[config.mk]
export PLATFORM = sky130hd
export DESIGN_NAME = branch_redirect_ctrl
export DESIGN_NICKNAME = d
export VERILOG_FILES = /design/src/rtl/core_pkg.sv /design/src/rtl/br_cond_eval.sv /design/src/rtl/branch_redirect_ctrl.sv
export SDC_FILE = /design/constraint.sdc
export NUM_CORES = 1
export LEC_CHECK = 0
export ABC_CLOCK_PERIOD_IN_PS = 2110
export CELL_PAD_IN_SITES_DETAIL_PLACEMENT = 0
export CELL_PAD_IN_SITES_GLOBAL_PLACEMENT = 2
export CORE_MARGIN = 2
export CORE_UTILIZATION = 25
export CTS_CLUSTER_SIZE = 14
export DETAILED_ROUTE_END_ITERATION = 8
export PLACE_DENSITY = 0.87
export REMOVE_ABC_BUFFERS = 1
export SLEW_MARGIN = 20
export SYNTH_ARGS = -nofsm -noshare
export SYNTH_HDL_FRONTEND = slang
export SYNTH_HIERARCHICAL = 1
export SYNTH_SLANG_ARGS = --single-unit
[constraint.sdc]
create_clock -name clk -period 2.11 [get_ports clk]
set_input_delay 0.422 -clock clk [delete_from_list [all_inputs] [get_ports clk]]
set_output_delay 0.422 -clock clk [all_outputs]
set_load 0.05 [all_outputs]
[src/rtl/core_pkg.sv]
// Shared definitions for the RV32IC core: branch funct3 encodings and the
// redirect controller state type.
package core_pkg;

    localparam logic [2:0] F3_BEQ  = 3'b000;
    localparam logic [2:0] F3_BNE  = 3'b001;
    localparam logic [2:0] F3_BLT  = 3'b100;
    localparam logic [2:0] F3_BGE  = 3'b101;
    localparam logic [2:0] F3_BLTU = 3'b110;
    localparam logic [2:0] F3_BGEU = 3'b111;

    typedef enum logic [1:0] {
        IDLE     = 2'd0,
        REDIRECT = 2'd1,
        FLUSH    = 2'd2
    } br_state_e;

endpackage

[src/rtl/br_cond_eval.sv]
// Combinational RV32I branch condition evaluation from funct3 and the ALU
// compare flags (carry set means no borrow, i.e. a >= b unsigned).
module br_cond_eval
    import core_pkg::*;
(
    input  logic [2:0] funct3,
    input  logic       flag_s,
    input  logic       flag_z,
    input  logic       flag_c,
    input  logic       flag_v,
    output logic       cond,
    output logic       reserved
);

    always_comb begin
        cond     = 1'b0;
        reserved = 1'b0;
        case (funct3)
            F3_BEQ:  cond = flag_z;
            F3_BNE:  cond = ~flag_z;
            F3_BLT:  cond = flag_s ^ flag_v;
            F3_BGE:  cond = ~(flag_s ^ flag_v);
            F3_BLTU: cond = ~flag_c;
            F3_BGEU: cond = flag_c;
            default: reserved = 1'b1;
        endcase
    end

endmodule

[src/rtl/branch_redirect_ctrl.sv]
// Branch/jump redirect sequencer: evaluates the branch condition, drives a PC
// redirect until fetch acks, then flushes IF/ID for a fixed number of cycles.
module branch_redirect_ctrl
    import core_pkg::*;
#(
    parameter int unsigned XLEN         = 32,
    parameter int unsigned FLUSH_CYCLES = 2,
    parameter int unsigned CNT_W        = 16
) (
    input  logic             clk,
    input  logic             rst_n,
    input  logic             br_valid,
    output logic             br_ready,
    input  logic             is_branch,
    input  logic             is_jump,
    input  logic [2:0]       funct3,
    input  logic             flag_s,
    input  logic             flag_z,
    input  logic             flag_c,
    input  logic             flag_v,
    input  logic [XLEN-1:0]  target,
    output logic             redir_valid,
    output logic [XLEN-1:0]  redir_target,
    input  logic             redir_ack,
    output logic             flush,
    output logic             stall_ex,
    output logic             illegal_br,
    output logic [CNT_W-1:0] taken_cnt
);

    localparam logic [3:0]       FlushLoad = 4'(FLUSH_CYCLES - 1);
    localparam logic [CNT_W-1:0] CntOne    = CNT_W'(1);

    br_state_e  state;
    logic [3:0] flush_cnt;
    logic       cond;
    logic       reserved;
    logic       accept;
    logic       taken;

    br_cond_eval u_cond (
        .funct3   (funct3),
        .flag_s   (flag_s),
        .flag_z   (flag_z),
        .flag_c   (flag_c),
        .flag_v   (flag_v),
        .cond     (cond),
        .reserved (reserved)
    );

    assign br_ready = (state == IDLE);
    assign accept   = br_valid & br_ready;
    // Jumps override whatever the branch condition evaluates to.
    assign taken    = is_jump | (is_branch & cond);

    always_ff @(posedge clk or negedge rst_n) begin
        if (!rst_n) begin
            state        <= IDLE;
            flush_cnt    <= 4'd0;
            redir_target <= '0;
            taken_cnt    <= '0;
            illegal_br   <= 1'b0;
            redir_valid  <= 1'b0;
            flush        <= 1'b0;
            stall_ex     <= 1'b0;
        end else begin
            illegal_br <= accept & is_branch & ~is_jump & reserved;
            unique case (state)
                IDLE: begin
                    if (accept && taken) begin
                        state        <= REDIRECT;
                        redir_target <= target;
                        taken_cnt    <= taken_cnt + CntOne;
                        redir_valid  <= 1'b1;
                        flush        <= 1'b1;
                        stall_ex     <= 1'b1;
                    end
                end
                REDIRECT: begin
                    if (redir_ack) begin
                        state       <= FLUSH;
                        flush_cnt   <= FlushLoad;
                        redir_valid <= 1'b0;
                    end
                end
                FLUSH: begin
                    if (flush_cnt == 4'd0) begin
                        state    <= IDLE;
                        flush    <= 1'b0;
                        stall_ex <= 1'b0;
                    end else begin
                        flush_cnt <= flush_cnt - 4'd1;
                    end
                end
                default: begin
                    state       <= IDLE;
                    redir_valid <= 1'b0;
                    flush       <= 1'b0;
                    stall_ex    <= 1'b0;
                end
            endcase
        end
    end

endmodule

==> results of run 1 <==
report_power, final:
part / switching [mW] / total, mW / internal (mW)
sequential: 0.310 / 1.84 / 1.53
clock: 0.411 / 1.01 / 0.599
combinational: 2.13 / 3.28 / 1.16
cells by family (layout without fill, tap and decap cells):
family          after synthesis  count (layout)  synth area share [%]
mux                           2               2                 0.914
buf+inv                      14             133                  3.86
fa+ha+maj                     2               2                  1.02
simple gates                155             155                  27.9
flops                        57              57                  57.9
xor+xnor                     17              17                  6.35
compound gates                9               9                  2.03
cell type report:
type                            instances  area (µm²)  share of cell area (%)
Timing Repair Buffer                  114        1180                    29.9
Multi-Input combinational cell        185         970                    24.5
Tap cell                              133         166                    4.21
Clock buffer                           12         155                    3.92
Inverter                                4        15.0                   0.380
Clock inverter                          3        40.0                    1.01
Sequential cell                        57        1430                    36.1
worst max-delay path by stage:
stage / start / endpoint / slack (ns) / cells past startpoint
after floorplan: funct3[0] / taken_cnt[11]$_DFFE_PN0P_ / -0.64 / 7
after global placement: flag_s / taken_cnt[5]$_DFFE_PN0P_ / -0.48 / 9
after detailed placement: flag_s / taken_cnt[4]$_DFFE_PN0P_ / -0.50 / 10
after CTS: taken_cnt[0]$_DFFE_PN0P_ / taken_cnt[0] / 0.01 / 1
after global routing: taken_cnt[10]$_DFFE_PN0P_ / taken_cnt[10] / 0.008 / 1
final: taken_cnt[10]$_DFFE_PN0P_ / taken_cnt[10] / 0.08 / 1
per-stage QoR:
step                setup slack (ns)  instances
detailed placement            -0.497        490
global route                 0.00831        508
finish                        0.0772        508
floorplan                     -0.636        246
global placement              -0.479        490
CTS                           0.0107        506
state kept, by name, indices dropped and copies added (netlist names):
name	count
flush_cnt	4
illegal_br	1
redir_target	32
redir_valid	1
stall_ex	1
state	2
taken_cnt	16
synth_stat cells, types with 2 or more instances:
cell      count
buf_6         5
clkbuf_1      3
nand3_1       6
nor3_2        4
dfrtp_1      57
or2_2         2
xnor2_1      13
nor2_1        5
nand2_1     116
xor2_1        3
nor2b_1       2
mux2_2        2
inv_1         4
nand4_1       5
a21oi_1       4
o21ai_0       2
ha_1          2
nor3_1        5
timing repair:
item	4_1_cts	5_1_grt
gates cloned	0	2
setup endpoints to repair	51	17
hold buffers	1	0
endpoints found under the hold margin	7	0
resized for setup	8	5
pin swaps	1	3
metal layers:
| layer | vias up | global-route usage (%) | wire length [µm] |
|---|---|---|---|
| met3 | 12 | 5.65 | 650 |
| met4 | 0 | 5.77 | 120 |
| met2 | 72 | 17.0 | 2630 |
| met1 | 934 | 15.7 | 2900 |
| li1 | 1048 | - | - |
| met5 | - | 0 | 0 |
==> impl_results.md, run 1 <==
- Core area: 0.00968 mm²
- WP data required: 1.69 ns
- Avg WL per Cell: 12.4 µm
- Utilization after layout: 40.8%
- Dpl hpwl: 4430 µm
- Reg clk slew, reported paths: 0.06 ns
- Gr ovfl total: 0
- Commonest non-fill, non-tap cell in the layout: nand2_1
- CP peak stage delay: 0.85 ns
- Peak VDD IR: 0.000893 V
- Worst r2r src: state[0]$_DFFE_PN0P_
- Setup CP Type: reg2out
- Initial DRC count: 43
- Number of cells on the worst reg-to-reg path: 6
- CP max FO: 5
- Hold worst-path end: taken_cnt[15]$_DFFE_PN0P_
- Pwr Density: 1550 mW/mm²
- Layout cells sized above 1: 12.8%
- Final worst path period share: 96.3%
- Chip Height: 103 µm
- Layout area overhead: 60.5%
- Min-delay src: taken_cnt[15]$_DFFE_PN0P_
- Die width: 103 µm
- Initial Util: 25.4%
- RSZ-0062 raised after global routing: false
- Commonest cells after routing, fill and taps aside: 116 x nand2_1, 86 x clkdlybuf4s50_1, 57 x dfrtp_1
- Filler cell count: 963
- Async SR Flop Fraction: 100%
- Ports: 98
- GRT Overall Usage: 12.1%
- Post CTS Setup Buffer Count: 0
- TritonCTS clock tree: built
- Max-slew violation count: 0
- Num rows: 36
- Max Root-Sink Buffers: 2
- Post-synth top area share: 57.9%
- IO Port Bufs: 97
- Critical path's slowest cell: clkdlybuf4s50_1
- Fin area: 0.00396 mm²
- Mapped Cells: 256
- Worst slew pin tran: 0.533 ns
- Fmax: 492 MHz
- Yosys top cell by area: dfrtp_1
- Vias in the first global route: 2041
- Worst slew margin: 64.3%
- Clk_skew: 0.00796 ns
- Largest net degree at the start of global routing: 34
- Global-route wire length before repair: 9740 µm
- Crit path launch type: flip-flop
- Synthesis Warnings: 6
- GPL Wtd Cong: 0.699
- Full die area: 0.0107 mm²
- Final antenna-violating net count: 0
- Synthesized cell area: 0.00246 mm²
- Antenna diodes: 0
- # DRC: 0
- Hold Path Stages: 1
- Seq/Total Area, Yosys: 57.9%
- Kind of cell adding the most delay to the critical path: buffers and inverters
- TNS Setup: 0 ns
- Status: finished clean
- Flops & latches, synth: 57
- # setup viols final: 0
- Initial antenna violation count: 0
- Worst R2R End: taken_cnt[4]$_DFFE_PN0P_
- Clock root buffer: clkbuf_8
- Final hold viol count: 0
- Synth top area cells: dfrtp_1 58%, nand2_1 18%, xnor2_1 4.6%
- Ys flop type: dfrtp_1
- Post-synth EDFFs: 0
- Num CTS Buffers: 9
- DR pass1 iterations: 4
- Endpoint type of the worst setup path: output port
- Overall routed net length: 6300 µm
- Average vias per placed instance: 4.07
- Nets: 418
- Max Cap Violations: 0
- Total power of the final layout: 6.13 mW
- Routed vias: 2066
- Worst-Skew Late Latency: 0.33 ns
- Worst Path Buf+Inv: 1
- Avg Inst Size Synth: 9.62 µm²
- Hold Crit Class: reg2reg
- Worst path arrival time: 1.61 ns
- Fin crit period: 2.03 ns
- Htree depth: 3
- Crit-path cells: clkdlybuf4s50_1
- Netlist cell types: 34
- Placed Area: 0.00368 mm²
- Hold slack: 0.472 ns
- Clk sinks: 57
- Flop-to-flop setup slack: 0.35 ns
- Leakage power: 1.85 nW
Power figures use the tool's default switching activity.
==> inputs of run 2 (changes only) <==
CAP_MARGIN = 20   (was not set)
CTS_CLUSTER_DIAMETER = 120   (was not set)
==> results of run 2 <==
No change in the layout: final DEF, timing and power equal those of run 1.
==> inputs of run 3 (changes only) <==
TNS_END_PERCENT = 20   (was not set)
==> run 3 against run 2 <==
Worst setup slack worse by 0.017 ns. Combinational power fell by 1%. Cell count decreased by 0.39%. Count of clock-buffer cells in the layout unchanged. Critical endpoint is now taken_cnt[4]$_DFFE_PN0P_. Largest power group unchanged. Highest routed layer unchanged.
==> impl_results.md, run 3 (synthesis gave the netlist of run 1 again) <==
- Leakage power: 1.83 nW
- Overall routed net length: 6160 µm
- Status: finished clean
- Fin crit period: 2.05 ns
- Worst path arrival time: 2.30 ns
- Initial Util: 25.4%
- IO Port Bufs: 97
- Final antenna-violating net count: 0
- Pwr Density: 1560 mW/mm²
- Largest net degree at the start of global routing: 34
- Vias in the first global route: 2041
- GRT Overall Usage: 12.1%
- Critical path's slowest cell: or4_4
- Chip Height: 103 µm
- Avg WL per Cell: 12.2 µm
- Final hold viol count: 0
- Worst R2R End: taken_cnt[6]$_DFFE_PN0P_
- RSZ-0062 raised after global routing: false
- Final worst path period share: 97.1%
- TritonCTS clock tree: built
- Layout cells sized above 1: 12.6%
- Average vias per placed instance: 4.06
- Reg clk slew, reported paths: 0.06 ns
- Worst-Skew Late Latency: 0.33 ns
- WP data required: 2.36 ns
- Max-slew violation count: 0
- Core area: 0.00968 mm²
- Routed vias: 2052
- Nets: 416
- Initial antenna violation count: 0
- Crit-path cells: dlygate4sd2_1 > xnor2_2 > and4b_1 > or4_4 > a21oi_2 > buf_4 > nor2_4 > buf_12 > nand4_1 > xnor2_1
- GPL Wtd Cong: 0.699
- Utilization after layout: 40.4%
- Number of cells on the worst reg-to-reg path: 5
- DR pass1 iterations: 4
- Full die area: 0.0107 mm²
- Hold Path Stages: 1
- Initial DRC count: 53
- Hold slack: 0.472 ns
- Endpoint type of the worst setup path: flip-flop
- Commonest cells after routing, fill and taps aside: 116 x nand2_1, 86 x clkdlybuf4s50_1, 57 x dfrtp_1
- Max Root-Sink Buffers: 2
- Clk sinks: 57
- Ports: 98
- # DRC: 0
- Antenna diodes: 0
- Layout area overhead: 58.7%
- Crit path launch type: input port
- Fmax: 488 MHz
- Max Cap Violations: 0
- Regs by FF count: redir_target x32, taken_cnt x16, flush_cnt x4
- Hold worst-path end: taken_cnt[15]$_DFFE_PN0P_
- Hold Crit Class: reg2reg
- Worst r2r src: state[0]$_DFFE_PN0P_
- Gr ovfl total: 0
- CP peak stage delay: 0.51 ns
- Min-delay src: taken_cnt[15]$_DFFE_PN0P_
- Worst slew margin: 64.4%
- Htree depth: 3
- Worst slew pin tran: 0.532 ns
- # setup viols final: 0
- Clock root buffer: clkbuf_8
- CP max FO: 28
- Clk_skew: 0.00819 ns
- Peak VDD IR: 0.000847 V
- Dpl hpwl: 4430 µm
- Setup CP Type: in2reg
- Die width: 103 µm
- Global-route wire length before repair: 9740 µm
- Num rows: 36
- Top reg by flops: redir_target
- Commonest non-fill, non-tap cell in the layout: nand2_1
- Num CTS Buffers: 9
- Max FFs per register: 32
- Flop-to-flop setup slack: 0.41 ns
## run 3: worst max-delay path by stage
stage | startpoint | endpoint | cells past startpoint
after floorplan | funct3[0] | taken_cnt[11]$_DFFE_PN0P_ | 7
after global placement | flag_s | taken_cnt[5]$_DFFE_PN0P_ | 9
after detailed placement | flag_s | taken_cnt[4]$_DFFE_PN0P_ | 10
after CTS | taken_cnt[0]$_DFFE_PN0P_ | taken_cnt[0] | 1
after global routing | flag_c | taken_cnt[15]$_DFFE_PN0P_ | 10
final | flag_v | taken_cnt[4]$_DFFE_PN0P_ | 10
## run 3: critical path, delay by kind of cell
family          cells  cell delay, ns
compound gates      1            0.20
buf+inv             3            0.55
simple gates        4            0.85
xor+xnor            2            0.27
## run 3: final cells by class
cell class	instances	area [µm²]
Fill cell	964	5780
Sequential cell	57	1430
Timing Repair Buffer	112	1130
Multi-Input combinational cell	185	973
Tap cell	133	166
Clock buffer	12	155
Clock inverter	3	40.0
Inverter	4	15.0
## run 3: layer usage
metal  vias to the layer above  global-route usage, %  wire length (µm)  part of all wire [%]
met5                         -                      0                 0                     0
met2                        72                   17.0              2590                    42
met4                         0                   5.77               120                   1.9
li1                       1044                      -                 -                     -
met3                        12                   5.65               641                    10
met1                       924                   15.7              2810                    46
## run 3: repair_timing
action | in CTS | in global routing
hold endpoints to repair | 7 | 0
pin swaps | 1 | 2
hold buffers | 1 | 0
endpoints found under the setup margin | 51 | 17
resized for setup | 8 | 6
buffers inserted | 0 | 0
## run 3: through the flow
stage          instance area [µm²]  worst slack (ns)  total power, mW  TNS, ns  std cells
2_1_floorplan                 2380            -0.636             3.84   -20.28        246
3_3_place_gp                  3680            -0.479             5.09   -22.94        490
3_5_place_dp                  3680            -0.497             5.11   -23.48        490
4_1_cts                       3890            0.0107             6.17        0        506
5_1_grt                       3910          0.000707             6.45        0        506
6_report                      3910            0.0604             6.08        0        506
## run 3: power breakdown
group | internal (mW) | total, mW | leakage (nW) | switching (mW)
Combinational | 1.12 | 3.24 | 1.00 | 2.11
Sequential | 1.53 | 1.84 | 0.719 | 0.310
Clock | 0.599 | 1.01 | 0.102 | 0.409
Total | 3.25 | 6.08 | 1.83 | 2.83
